--- config.mk ---
export PLATFORM = sky130hd
export DESIGN_NAME = alu_arbiter
export DESIGN_NICKNAME = d
export VERILOG_FILES = /design/src/rtl/alu_pkg.sv /design/src/rtl/rr_arb2.sv /design/src/rtl/alu_arbiter.sv
export SDC_FILE = /design/constraint.sdc
export NUM_CORES = 1
export LEC_CHECK = 0
export CAP_MARGIN = 20
export CORE_ASPECT_RATIO = 0.75
export CORE_MARGIN = 2
export CORE_UTILIZATION = 38
export CTS_CLUSTER_SIZE = 24
export DETAILED_ROUTE_END_ITERATION = 8
export PLACE_DENSITY = 0.8
export SLEW_MARGIN = 0
export SYNTH_ARGS = -nofsm -noshare
export SYNTH_HDL_FRONTEND = slang
export SYNTH_HIERARCHICAL = 1
export SYNTH_SLANG_ARGS = --single-unit
--- constraint.sdc ---
create_clock -name clk -period 3.5 [get_ports clk]
set_clock_uncertainty 0.1 [all_clocks]
set_input_delay 0.525 -clock clk [delete_from_list [all_inputs] [get_ports clk]]
set_output_delay 0.525 -clock clk [all_outputs]
set_load 0.01 [all_outputs]
--- src/rtl/alu_pkg.sv ---
// Shared definitions for the ALU arbiter: operand/result widths, ALU select codes
// and the arbiter FSM state encoding.
package alu_pkg;

  localparam int unsigned DataW = 32;
  localparam int unsigned ResW  = 4;
  localparam int unsigned SelW  = 3;

  typedef enum logic [SelW-1:0] {
    ALU_ADD   = 3'b000,
    ALU_SUB   = 3'b001,
    ALU_PASSB = 3'b010,
    ALU_PASSA = 3'b011,
    ALU_AND   = 3'b100,
    ALU_OR    = 3'b101,
    ALU_NOTA  = 3'b110,
    ALU_XOR   = 3'b111
  } alu_sel_e;

  typedef enum logic [1:0] {
    StIdle = 2'b00,
    StExec = 2'b01,
    StResp = 2'b10
  } arb_state_e;

endpackage

--- src/rtl/rr_arb2.sv ---
// Two-way round-robin grant. The requester not granted last wins a tie;
// last_grant resets to 1 so requester 0 wins the first contention.
module rr_arb2 (
  input  logic clk,
  input  logic rst,
  input  logic en,
  input  logic req0,
  input  logic req1,
  output logic gnt0,
  output logic gnt1
);

  logic last_grant_q;

  always_comb begin
    gnt0 = en & req0 & (~req1 | last_grant_q);
    gnt1 = en & req1 & (~req0 | ~last_grant_q);
  end

  // A grant is also the handshake, since ready is the grant itself.
  always_ff @(posedge clk) begin
    if (rst) begin
      last_grant_q <= 1'b1;
    end else if (gnt0 | gnt1) begin
      last_grant_q <= gnt1;
    end
  end

endmodule

--- src/rtl/alu_arbiter.sv ---
// Shares one combinational 32-bit ALU between two requesters: round-robin accept,
// registered ALU inputs, one-cycle execute, result returned to the owner.
module alu_arbiter
  import alu_pkg::*;
#(
  parameter int unsigned CNT_W = 16
) (
  input  logic             clk,
  input  logic             rst,
  input  logic             req0_valid,
  input  logic             req1_valid,
  output logic             req0_ready,
  output logic             req1_ready,
  input  logic [DataW-1:0] req0_a,
  input  logic [DataW-1:0] req1_a,
  input  logic [DataW-1:0] req0_b,
  input  logic [DataW-1:0] req1_b,
  input  logic [SelW-1:0]  req0_s,
  input  logic [SelW-1:0]  req1_s,
  input  logic             req0_cin,
  input  logic             req1_cin,
  output logic             rsp0_valid,
  output logic             rsp1_valid,
  input  logic             rsp0_ready,
  input  logic             rsp1_ready,
  output logic [ResW-1:0]  rsp_f,
  output logic [DataW-1:0] alu_a,
  output logic [DataW-1:0] alu_b,
  output logic [SelW-1:0]  alu_s,
  output logic             alu_cin,
  input  logic [ResW-1:0]  alu_f,
  output logic             busy,
  output logic [CNT_W-1:0] op_count
);

  arb_state_e state_q;
  logic       owner_q;
  logic       accept_en;
  logic       gnt0;
  logic       gnt1;
  logic       owner_rsp_ready;

  assign accept_en       = (state_q == StIdle) & ~rst;
  assign owner_rsp_ready = owner_q ? rsp1_ready : rsp0_ready;
  assign req0_ready      = gnt0;
  assign req1_ready      = gnt1;

  rr_arb2 u_rr_arb2 (
    .clk  (clk),
    .rst  (rst),
    .en   (accept_en),
    .req0 (req0_valid),
    .req1 (req1_valid),
    .gnt0 (gnt0),
    .gnt1 (gnt1)
  );

  always_ff @(posedge clk) begin
    if (rst) begin
      state_q    <= StIdle;
      owner_q    <= 1'b0;
      rsp0_valid <= 1'b0;
      rsp1_valid <= 1'b0;
      rsp_f      <= '0;
      alu_a      <= '0;
      alu_b      <= '0;
      alu_s      <= '0;
      alu_cin    <= 1'b0;
      busy       <= 1'b0;
      op_count   <= '0;
    end else begin
      unique case (state_q)
        StIdle: begin
          if (gnt0 | gnt1) begin
            alu_a   <= gnt1 ? req1_a : req0_a;
            alu_b   <= gnt1 ? req1_b : req0_b;
            alu_s   <= gnt1 ? req1_s : req0_s;
            alu_cin <= gnt1 ? req1_cin : req0_cin;
            owner_q <= gnt1;
            busy    <= 1'b1;
            state_q <= StExec;
          end
        end
        StExec: begin
          rsp_f      <= alu_f;
          rsp0_valid <= ~owner_q;
          rsp1_valid <= owner_q;
          state_q    <= StResp;
        end
        StResp: begin
          // The non-owner's rsp_ready is deliberately ignored.
          if (owner_rsp_ready) begin
            rsp0_valid <= 1'b0;
            rsp1_valid <= 1'b0;
            busy       <= 1'b0;
            state_q    <= StIdle;
            if (op_count != '1) begin
              op_count <= op_count + CNT_W'(1);
            end
          end
        end
        default: state_q <= StIdle;
      endcase
    end
  end

endmodule

# Word level (Yosys, flattened, before mapping)
# Index checks and enable logic that the tools add are counted.
[word_totals] ff_bits=95 in_bits=146 output_inout_bits=93 word_cells=52
[op_classes] add_sub_neg=1 eq_ne=5 mux=13 n_bitwise=13 n_reduce_logical=8
[ops] op="32-bit 2-to-1 mux" count=2
[ops] op="16-bit by 1-bit adder with 16-bit output, second input constant" count=1
[ops] op="16-bit != test, second input constant" count=1
[ops] op="1-bit one-hot mux with 2 select lines" count=3
[ops] op="2-bit one-hot mux with 3 select lines" count=1
[ops] op="2-bit AND reduction" count=3
[ops] op="3-bit AND reduction" count=2
[ops] op="1-bit AND" count=5
[ops] op="1-bit inverter" count=5
[ops] op="1-bit 2-to-1 mux" count=4
[ops] op="2-bit 2-to-1 mux" count=2
[ops] op="2-bit nonzero test" count=2
[ops] op="3-bit 2-to-1 mux" count=1
[ops] op="1-bit OR" count=3
[ops] op="2-bit by 1-bit == test with 1-bit output, second input constant" count=1
[ops] op="2-bit == test, second input constant" count=1
[ops] op="2-bit zero test" count=1
[ops] op="2-bit by 1-bit != test with 1-bit output, second input constant" count=1
[ops] op="2-bit != test, second input constant" count=1

# Depth between registers and ports, before layout
# Gate-level depths: netlist of run 1.
[depth] ltp_word=7 mapped_depth=12 mapped_depth_nobuf=6

# Hierarchy
# Netlist of run 1, hierarchy kept.
[modules_own_cells] mod="alu_arbiter" n_inst=1 cells_per_inst=449 area_each_um2=4139.0 seq_area_each_um2=1881.8
[modules_own_cells] mod="rr_arb2" n_inst=1 cells_per_inst=8 area_each_um2=58.8 seq_area_each_um2=20.0

# Worst setup path before layout of run 1
# No wires, ideal clock.
[synth_timing] kind="input-to-reg" start="in rst" end="reg alu_a[15]" setup_ns=0.086 arrival_time_ns=2.826 required_ns=3.314 setup_slack_ns=0.489 stages=12 n_path_buf=6 cell_sequence="clkbuf_1 -> clkbuf_1 -> clkbuf_1 -> nor3_1 -> nand2_1 -> a21oi_1 -> clkbuf_1 -> o21a_1 -> clkbuf_1 -> clkbuf_1 -> nor2_1 -> a211oi_1"
[synth_between] elab_chain_len=6 word_cells_on_any_way=9 classes_between="1 x mux; 7 x bitwise; 1 x reduce/logical"
[synth_lines] element="from (decl)" line_no="alu_arbiter.sv:9" source="input logic rst,"
[synth_lines] element="1-bit inverter (*)" line_no="alu_arbiter.sv:43" source="assign accept_en = (state_q == StIdle) & ~rst;"
[synth_lines] element="1-bit AND (*)" line_no="alu_arbiter.sv:43"
[synth_lines] element="net accept_en" line_no="alu_arbiter.sv:38" source="logic accept_en;"
[synth_lines] element="1-bit AND (*) (2 in series)" line_no="rr_arb2.sv:17" source="gnt1 = en & req1 & (~req0 | ~last_grant_q);"
[synth_lines] element="net req1_ready" line_no="alu_arbiter.sv:13" source="output logic req1_ready,"
[synth_lines] element="1-bit OR" line_no="alu_arbiter.sv:74" source="if (gnt0 | gnt1) begin"
[synth_lines] element="2-bit AND reduction (no source line)"
[synth_lines] element="to (signal assigned)" line_no="alu_arbiter.sv:75" source="alu_a <= gnt1 ? req1_a : req0_a;"
[synth_lines] element="to (decl)" line_no="alu_arbiter.sv:27" source="output logic [DataW-1:0] alu_a,"
# The timed path passes the listed nets; every way through them passes the cells marked *.
# A chain may end at the register's enable or synchronous reset.

# Worst setup path after layout of run 1
[layout_timing] start="reg state_q[1]" end="out req1_ready"
[layout_between] elab_chain_len=4
[layout_lines] element="from (decl)" line_no="alu_arbiter.sv:36" source="arb_state_e state_q;"
[layout_lines] element="from (signal assigned)" line_no="alu_arbiter.sv:60" source="state_q <= StIdle;"
[layout_lines] element="from (signal assigned)" line_no="alu_arbiter.sv:81" source="state_q <= StExec;"
[layout_lines] element="from (signal assigned)" line_no="alu_arbiter.sv:88" source="state_q <= StResp;"
[layout_lines] element="2-bit zero test" line_no="alu_arbiter.sv:43"
[layout_lines] element="1-bit AND" line_no="alu_arbiter.sv:43"
[layout_lines] element="net accept_en" line_no="alu_arbiter.sv:38"
[layout_lines] element="1-bit AND (2 in series)" line_no="rr_arb2.sv:17"
[layout_lines] element="to (decl)" line_no="alu_arbiter.sv:13"
# The timed path passes the listed nets, and every way through them passes these cells.

==> results.md, run 1 <==
Worst setup path:
- In this run the critical register-to-register path is captured at alu_b[6].
- The worst reg-to-reg path cell count is 7.
- The data required time of the critical path is 2870 ps.
- Across all register-to-register paths, the minimum setup slack is 950 ps.
- In this run the worst setup path begins at state_q[1].
- The setup path with the least slack is of type reg2out.
- The kind of launch point of the worst setup path is a flop.
- STA classifies the critical path endpoint as an output pin.
- The timing endpoint of the critical path is req1_ready.
- The worst register-to-register path begins at state_q[1].
- The maximum fanout count along the critical path is 7.
- At the worst endpoint, the arrival time is approximately 2200 ps.

Floorplan:
- The top-level I/O count is 239.
- The die outline height is 95.0 um.
- The placeable core area is between 10000 and 15000 um^2.
- The starting density of the core is 0.387.
- The initialized floorplan defines 33 standard-cell rows.
- The die width is roughly 130 um.
- The floorplan step defined a die boundary enclosing 11900 um^2.

Drt:
- Detailed routing inserted a total of between 4000 and 5000 vias.
- Before antenna repair, the detailed router went through 4 iterations.
- In the routed design, unresolved DRC markers number 0.
- Summed over all layers, the routed wires come to 12000 um.
- In the routed layout, each cell is associated on average with a via count of 5.10.
- The initial DRC count is 303.
- Dividing the detail-routed wire length by the instance count gives 14.8 um.
- The number of nets with antenna violations after routing is 0.

GRT:
- The first-pass GRT wire length is 19000 um.
- Entering global routing, the biggest net connects between 100 and 150 pins.
- Across every metal layer, demand over resource in global routing totals 0.197.
- The via count of the first global-routing pass is roughly 4100.
- For this run the aggregate overflow at the end of global routing stands at 0.
- The initial antenna violation count is 0.

Yosys:
- The combinational family with the most area after synthesis is compound AO/OA/AOI/OAI gates.
- The share of flip-flops with an asynchronous set or reset is 0.
- In the post-synthesis netlist, the biggest area contributors are sky130_fd_sc_hd__dfxtp_1 45%, sky130_fd_sc_hd__mux2i_1 16%, sky130_fd_sc_hd__a211oi_1 12%, sky130_fd_sc_hd__nor2_1 7.1%, sky130_fd_sc_hd__clkbuf_1 3.1%.
- The proportion of synthesized chip area in sequential cells is 0.453.
- The count of flip-flops with a built-in enable after synthesis is 0.
- The per-instance average area after synthesis is 9.19 um^2.
- Of the total synthesized cell area, the portion taken by AND, OR, NAND and NOR gates is 0.154.
- The multiplexer share of the synthesized area is 0.175.
- The count of warnings emitted by yosys is 6.
- The post-synth design cell area is 4200 um^2.
- Of the post-synthesis cell area, the dominant cell type holds 0.453.
- Of the total synthesized cell area, the portion taken by full adders, half adders and majority gates is 0.00298.
- The number of nets in the synthesized netlist is 604.
- The xor/xnor cell area share of the yosys netlist is 0.
- The synthesized design spends more area on one cell type than any other, namely sky130_fd_sc_hd__dfxtp_1.
- The number of cells produced by synthesis is 457.
- The compound-gate portion of the synthesized area is 0.176.
- The most used flip-flop cell after synthesis is sky130_fd_sc_hd__dfxtp_1.
- The number of flip-flops and latches in the synthesized netlist is 95.
- The netlist uses 34 different library cells.

Final layout:
- The repair_antennas step left the layout with diodes totalling 0.
- Of the cells placed in the final design, the portion with a size suffix greater than 1 is 0.0430.
- The count of nets after finishing is 818.
- For this run, the number of standard cells in the final layout without fillers is 815.
- Compared with the post-synthesis result, the final layout area differs by 67.5%.

CTS:
- The number of buffers created by CTS is 9.
- The clock tree root buffer cell is sky130_fd_sc_hd__clkbuf_16.
- The number of buffers on the longest clock path is 2.
- The H-tree was split into 3 levels.
- The clock edge transition at the registers on the reported setup and hold paths is ~60 ps.
- The count of instances resized after the clock tree is built is 0.
- In this run, post-CTS hold repair placed 0 buffers.
- Clock tree synthesis found a total of 95 sinks.
- Post-CTS timing repair inserted 0 buffers for setup.
- The insertion delay of the later-clocked pin in the worst-skew pair is 330 ps.
- TritonCTS built the clock tree.

STA:
- The achievable frequency is around 0.35 GHz.
- In the finished design, the share of the clock period the worst path needs comes to 0.805.
- Setup violations remaining at the end of the flow were counted as 0.
- The number of hold violations in the final report is 0.
- The smallest clock period supported by the final layout is computed as 2820 ps.
- Headroom to the max-slew limit came out at 0.323.
- The number of max-slew violations in the final report is 0.
- The transition time at the pin with the least slew margin is 1020 ps.
- The total negative slack for setup checks is 0 ps.
- Setup slack closes at slightly below 700 ps.
- Setup repair after global routing left no endpoint under its margin.

Power:
- The worst-case IR drop observed on VDD is about 250 uV.
- The static leakage is 0.00238 uW.
- The total power divided by cell area is 445 nW/um^2.

Place:
- The HPWL after detailed placement is 9080 um.
- The worst setup timing slack at the placement stage is 761 ps.
- The weighted congestion reported at the end of routability-driven placement is 0.844.
- Once placement completed, the tool counted placed cells totaling 800.
- In this run the tool buffered the top-level ports with 238 buffer cells.

Run status:
- The run finished with clean final reports.

Min path:
- The worst hold path belongs to the class reg2reg.

Flow run:
- The max-capacitance violation count is 0.
==> area by class of cell <==
class                      count  area [um^2]
fill                         891         3830
timing repair buffer         242         2430
multi-input combinational    319         2160
sequential                    95         1900
clock buffer                  12          256
tap                          140          175
clock inverter                 3         90.1
inverter                       4         15.0
==> per-stage QoR <==
step	instance area (um^2)	hold slack, ps	utilization	total power [uW]
floorplan	4200	370	-	1600
global placement	6680	343	0.615	2020
detailed placement	6680	347	0.615	2040
CTS	7030	356	0.647	3170
global route	7030	398	0.647	3280
finish	7030	353	0.647	3130
==> Yosys cell counts, types with 2 or more instances <==
library cell               number
sky130_fd_sc_hd__o21ai_0        3
sky130_fd_sc_hd__nor2_1        79
sky130_fd_sc_hd__a31oi_1        2
sky130_fd_sc_hd__inv_1          4
sky130_fd_sc_hd__nand3_1        6
sky130_fd_sc_hd__a21oi_1       20
sky130_fd_sc_hd__nand2_1       15
sky130_fd_sc_hd__or4_1          8
sky130_fd_sc_hd__buf_2          2
sky130_fd_sc_hd__clkbuf_1      35
sky130_fd_sc_hd__or2_2          2
sky130_fd_sc_hd__mux2i_1       69
sky130_fd_sc_hd__mux2_2         4
sky130_fd_sc_hd__nor2b_1        7
sky130_fd_sc_hd__a211oi_1      68
sky130_fd_sc_hd__dfxtp_1       95
sky130_fd_sc_hd__o31ai_1        8
sky130_fd_sc_hd__nand4_1        4
sky130_fd_sc_hd__nor4_1         6
sky130_fd_sc_hd__or3_1          4
sky130_fd_sc_hd__nand2b_1       3
==> worst min path at each step <==
| stage | cells after the start | slack [ps] | startpoint | end |
|---|---|---|---|---|
| floorplan | 2 | 370 | owner_q | rsp1_valid |
| global placement | 2 | 340 | rsp_f[2] | rsp_f[2] |
| detailed placement | 2 | 350 | rsp_f[1] | rsp_f[1] |
| CTS | 2 | 360 | rsp_f[1] | rsp_f[1] |
| global route | 2 | 400 | rsp1_valid | rsp1_valid |
| finish | 2 | 350 | rsp_f[1] | rsp_f[1] |
==> cell families (layout without fill, tap and decap cells) <==
group	after synthesis	count (layout)
AOI/OAI and AO/OA	106	106
buffers and inverters	43	261
muxes	73	73
adders and majority gates	1	1
and+or+nand+nor	139	139
DFF	95	95
==> sequential cells by signal (all words and copies together) (netlist names) <==
name / cells
alu_a: 32
rsp1_valid: 1
op_count: 16
u_rr_arb2/last_grant_q: 1
busy: 1
rsp0_valid: 1
owner_q: 1
rsp_f: 4
alu_b: 32
alu_cin: 1
alu_s: 3
state_q: 2
==> where the power goes <==
part | switching [uW] | internal [uW] | total (uW) | leakage, uW
Combinational | 322 | 441 | 763 | 0.00143
Clock | 383 | 733 | 1120 | 0.000169
Sequential | 57.8 | 1190 | 1250 | 0.000780
Total | 763 | 2360 | 3130 | 0.00238
==> layer usage <==
metal / part of all wire / vias to the layer above / track usage
met5: 0 / - / 0
met4: 0.015 / 0 / 0.0630
met3: 0.085 / 16 / 0.0763
met2: 0.50 / 147 / 0.352
met1: 0.40 / 1892 / 0.221
li1: - / 2100 / -
==> worst max-delay path: stages (launching register included) <==
cell and delay (ps):
sky130_fd_sc_hd__dfxtp_1 360, sky130_fd_sc_hd__nor3_1 390, sky130_fd_sc_hd__nand2_1 170, sky130_fd_sc_hd__a21oi_4 330
sky130_fd_sc_hd__clkdlybuf4s50_1 610
==> layout by cell type (no fill, tap or decap), drive strengths merged, types with 5 or more instances in the layout <==
| cell type | count |
|---|---|
| a211oi | 68 |
| a21oi | 20 |
| buf | 5 |
| clkbuf | 12 |
| clkdlybuf4s50 | 237 |
| dfxtp | 95 |
| mux2i | 69 |
| nand2 | 15 |
| nand3 | 6 |
| nor2 | 79 |
| nor2b | 7 |
| nor4 | 6 |
| o31ai | 8 |
| or4 | 8 |
(Power assumes the default switching activity.)
==> run 2, diff against run 1 <==
==> constraint.sdc (replaced) <==
create_clock -name clk -period 2.7 [get_ports clk]
set_clock_uncertainty 0.1 [all_clocks]
set_input_delay 0.405 -clock clk [delete_from_list [all_inputs] [get_ports clk]]
set_output_delay 0.405 -clock clk [all_outputs]
set_load 0.01 [all_outputs]
==> results.md, run 2 (synthesized netlist as in run 1, its figures left out) <==
GRT:
- The first-pass GRT wire length is 19100 um.
- For this run the aggregate overflow at the end of global routing stands at 0.
- Across every metal layer, demand over resource in global routing totals 0.197.
- The via count of the first global-routing pass was approximately 4000.
- The largest net degree at the start of global routing is 104.
- The initial antenna violation count is 0.

Floorplan:
- The floorplan has 33 rows.
- The die outline height is 95.0 um.
- The die covers 11900 um^2.
- The top-level I/O count is between 200 and 250.
- The initial utilization of the core area, before any placement, comes to 0.387.
- Measured along the x axis, the die boundary spans 125 um.
- The placeable core area is 10900 um^2.

Place:
- After detailed placement, the total cell area comes to approximately 6700 um^2.
- The weighted congestion reported at the end of routability-driven placement is 0.845.
- In this run, placement finished with an instance count of 804.
- During placement, the flow inserted port buffers numbering 238.
- After legalization and detailed placement, the total HPWL measured 9260 um.

Drt:
- The average wire per standard cell is 14.9 um.
- The vias after detailed routing is 4168.
- The routed design has 12200 um of wire.
- The number of nets with antenna violations after routing is 0.
- For this run, design rule violations remaining after detail routing come to 0.
- The number of iterations in the first detailed-routing pass is 4.
- The first routing iteration left ~200 violations.
- Using the TritonRoute via totals, the vias-per-cell ratio works out to 5.08.

Worst setup path:
- The critical path buffer and inverter count is 1.
- The setup path with the least slack is of type reg2out.
- The cell at the slowest stage of the critical path is sky130_fd_sc_hd__clkdlybuf4s50_1.
- At the worst endpoint, the arrival time is 1990 ps.
- On the critical path the largest part of the delay comes from buffers and inverters.
- For this run, the slowest stage of the critical path takes 590 ps.
- The data required time of the critical path is ~2200 ps.
- The kind of launch point of the worst setup path is a flop.
- The maximum fanout count along the critical path is 7.
- The flop-to-flop setup slack is approximately 520 ps.
- Traced cell by cell, the critical path runs through nor3_1 -> nand2_1 -> a21oi_4 -> clkdlybuf4s50_1.
- The kind of end point of the critical path is an output pin.

CTS:
- The number of buffers on the longest clock path is 2.
- The clock net in this run drives a total of 95 sinks.
- The insertion delay of the later-clocked pin in the worst-skew pair is about 330 ps.
- The clock tree from TritonCTS is built.
- The clock edge transition at the registers on the reported setup and hold paths is about 70 ps.
- The count of hold buffers inserted by post-cts repair is 0.
- The cell sitting at the root of the clock tree is a sky130_fd_sc_hd__clkbuf_16.
- Buffers added to address setup during post-CTS repair amount to 0.
- The number of clock buffers added by TritonCTS is 9.
- The CTS H-tree depth is 3.

Final layout:
- The number of inserted diodes is 0.
- The count of nets after finishing is 822.
- The area growth from synthesis to layout is 66.4%.
- The filler cell count in the final layout is 895.
- The library cells used most frequently in the layout, excluding fill and tap cells, are 237 x sky130_fd_sc_hd__clkdlybuf4s50_1, 95 x sky130_fd_sc_hd__dfxtp_1, 79 x sky130_fd_sc_hd__nor2_1, 69 x sky130_fd_sc_hd__mux2i_1, 68 x sky130_fd_sc_hd__a211oi_1.
- Summing all non-filler instances in the final layout gives an area of ~7000 um^2.
- The post-route non-filler standard cell count is about 800.
- The largest registers in the layout are alu_a (32), alu_b (32), op_count (16).
- Leaving out fill and tap cells, the most frequent cell in the layout is sky130_fd_sc_hd__clkdlybuf4s50_1.
- Of the cells placed in the final design, the portion with a size suffix greater than 1 is 0.0485.

Power:
- The maximum vdd ir drop is between 200 and 300 uV.
- The static leakage is 0.00235 uW.
- Dividing total power by cell area gives a power density of 538 nW/um^2.
- Total power for the finished layout comes to between 3000 and 4000 uW.

STA:
- The number of max-slew violations in the final report came to 0.
- Setup repair after global routing left no endpoint under its margin.
- The post-route worst hold slack is 370 ps.
- Setup violations remaining at the end of the flow were counted as 0.
- The transition time at the pin with the least slew margin is just over 1000 ps.
- The total negative slack for setup checks is 0 ps.
- Dividing the final minimum period by the clock period gives 0.923.
- The shortest clock period the worst path allows after layout is 2490 ps.
- Timing would allow up to 0.401 GHz.
- The worst-case headroom to the max-slew limit is 0.321.
- The number of hold violations in the final report is 0.

Flow run:
- The tool flagged a number of max-cap violations equal to 0.

Run status:
- The run finished with clean final reports.

Min path:
- The tightest min-delay check is of the reg2reg type.
## run 2: cell count changes in the layout (fill, tap and decap cells not counted), sizes merged
cell,delta
bufinv,-3
clkinv,+2
clkinvlp,+2
buf,+4
## run 2: worst min-delay path, cell delays in order, from the launching register on
cell	delay (ps)
sky130_fd_sc_hd__dfxtp_1	320
sky130_fd_sc_hd__nand2_1	50
sky130_fd_sc_hd__a21oi_1	50
## run 2: routing by layer
metal / GRT usage / up-vias / wire length (um)
met1: 0.232 / 1904 / 5070
met4: 0.0500 / 0 / 135
met2: 0.346 / 146 / 5970
met5: 0 / - / 0
li1: - / 2103 / -
met3: 0.0730 / 15 / 1060
## run 2: final cells by class
type,instances,area (um^2),share of cell area
clock buffers,12,236,0.0339
inverters,4,15.0,0.00215
multi-input cells,319,2160,0.309
flip-flops and latches,95,1900,0.272
well taps,140,175,0.0251
clock inverters,4,32.5,0.00466
repair buffers,246,2460,0.353
## run 2: where the power goes
group,internal (uW),switching (uW),total (uW)
sequential,1540,74.2,1620
clock,628,514,1140
combinational,577,423,999
## run 2: final timing paths
check,start,cells after the start,to
worst max register to register,state_q[1],7,alu_a[17]
worst min register to register,rsp_f[1],2,rsp_f[1]
worst min-delay path,rsp_f[1],2,rsp_f[1]
worst max-delay path,state_q[1],4,req1_ready
## run 2: per-stage QoR
step | utilization | setup slack (ps)
final | 0.643 | 207
after global routing | 0.643 | 56.0
after CTS | 0.643 | 122
after detailed placement | 0.618 | 167
after global placement | 0.618 | 243
after floorplan | - | 30.5
## run 2: what timing repair did
action / CTS / global route
gates resized for setup: 0 / 1
setup endpoints to repair: 0 / 1
hold endpoints to repair: 0 / 0
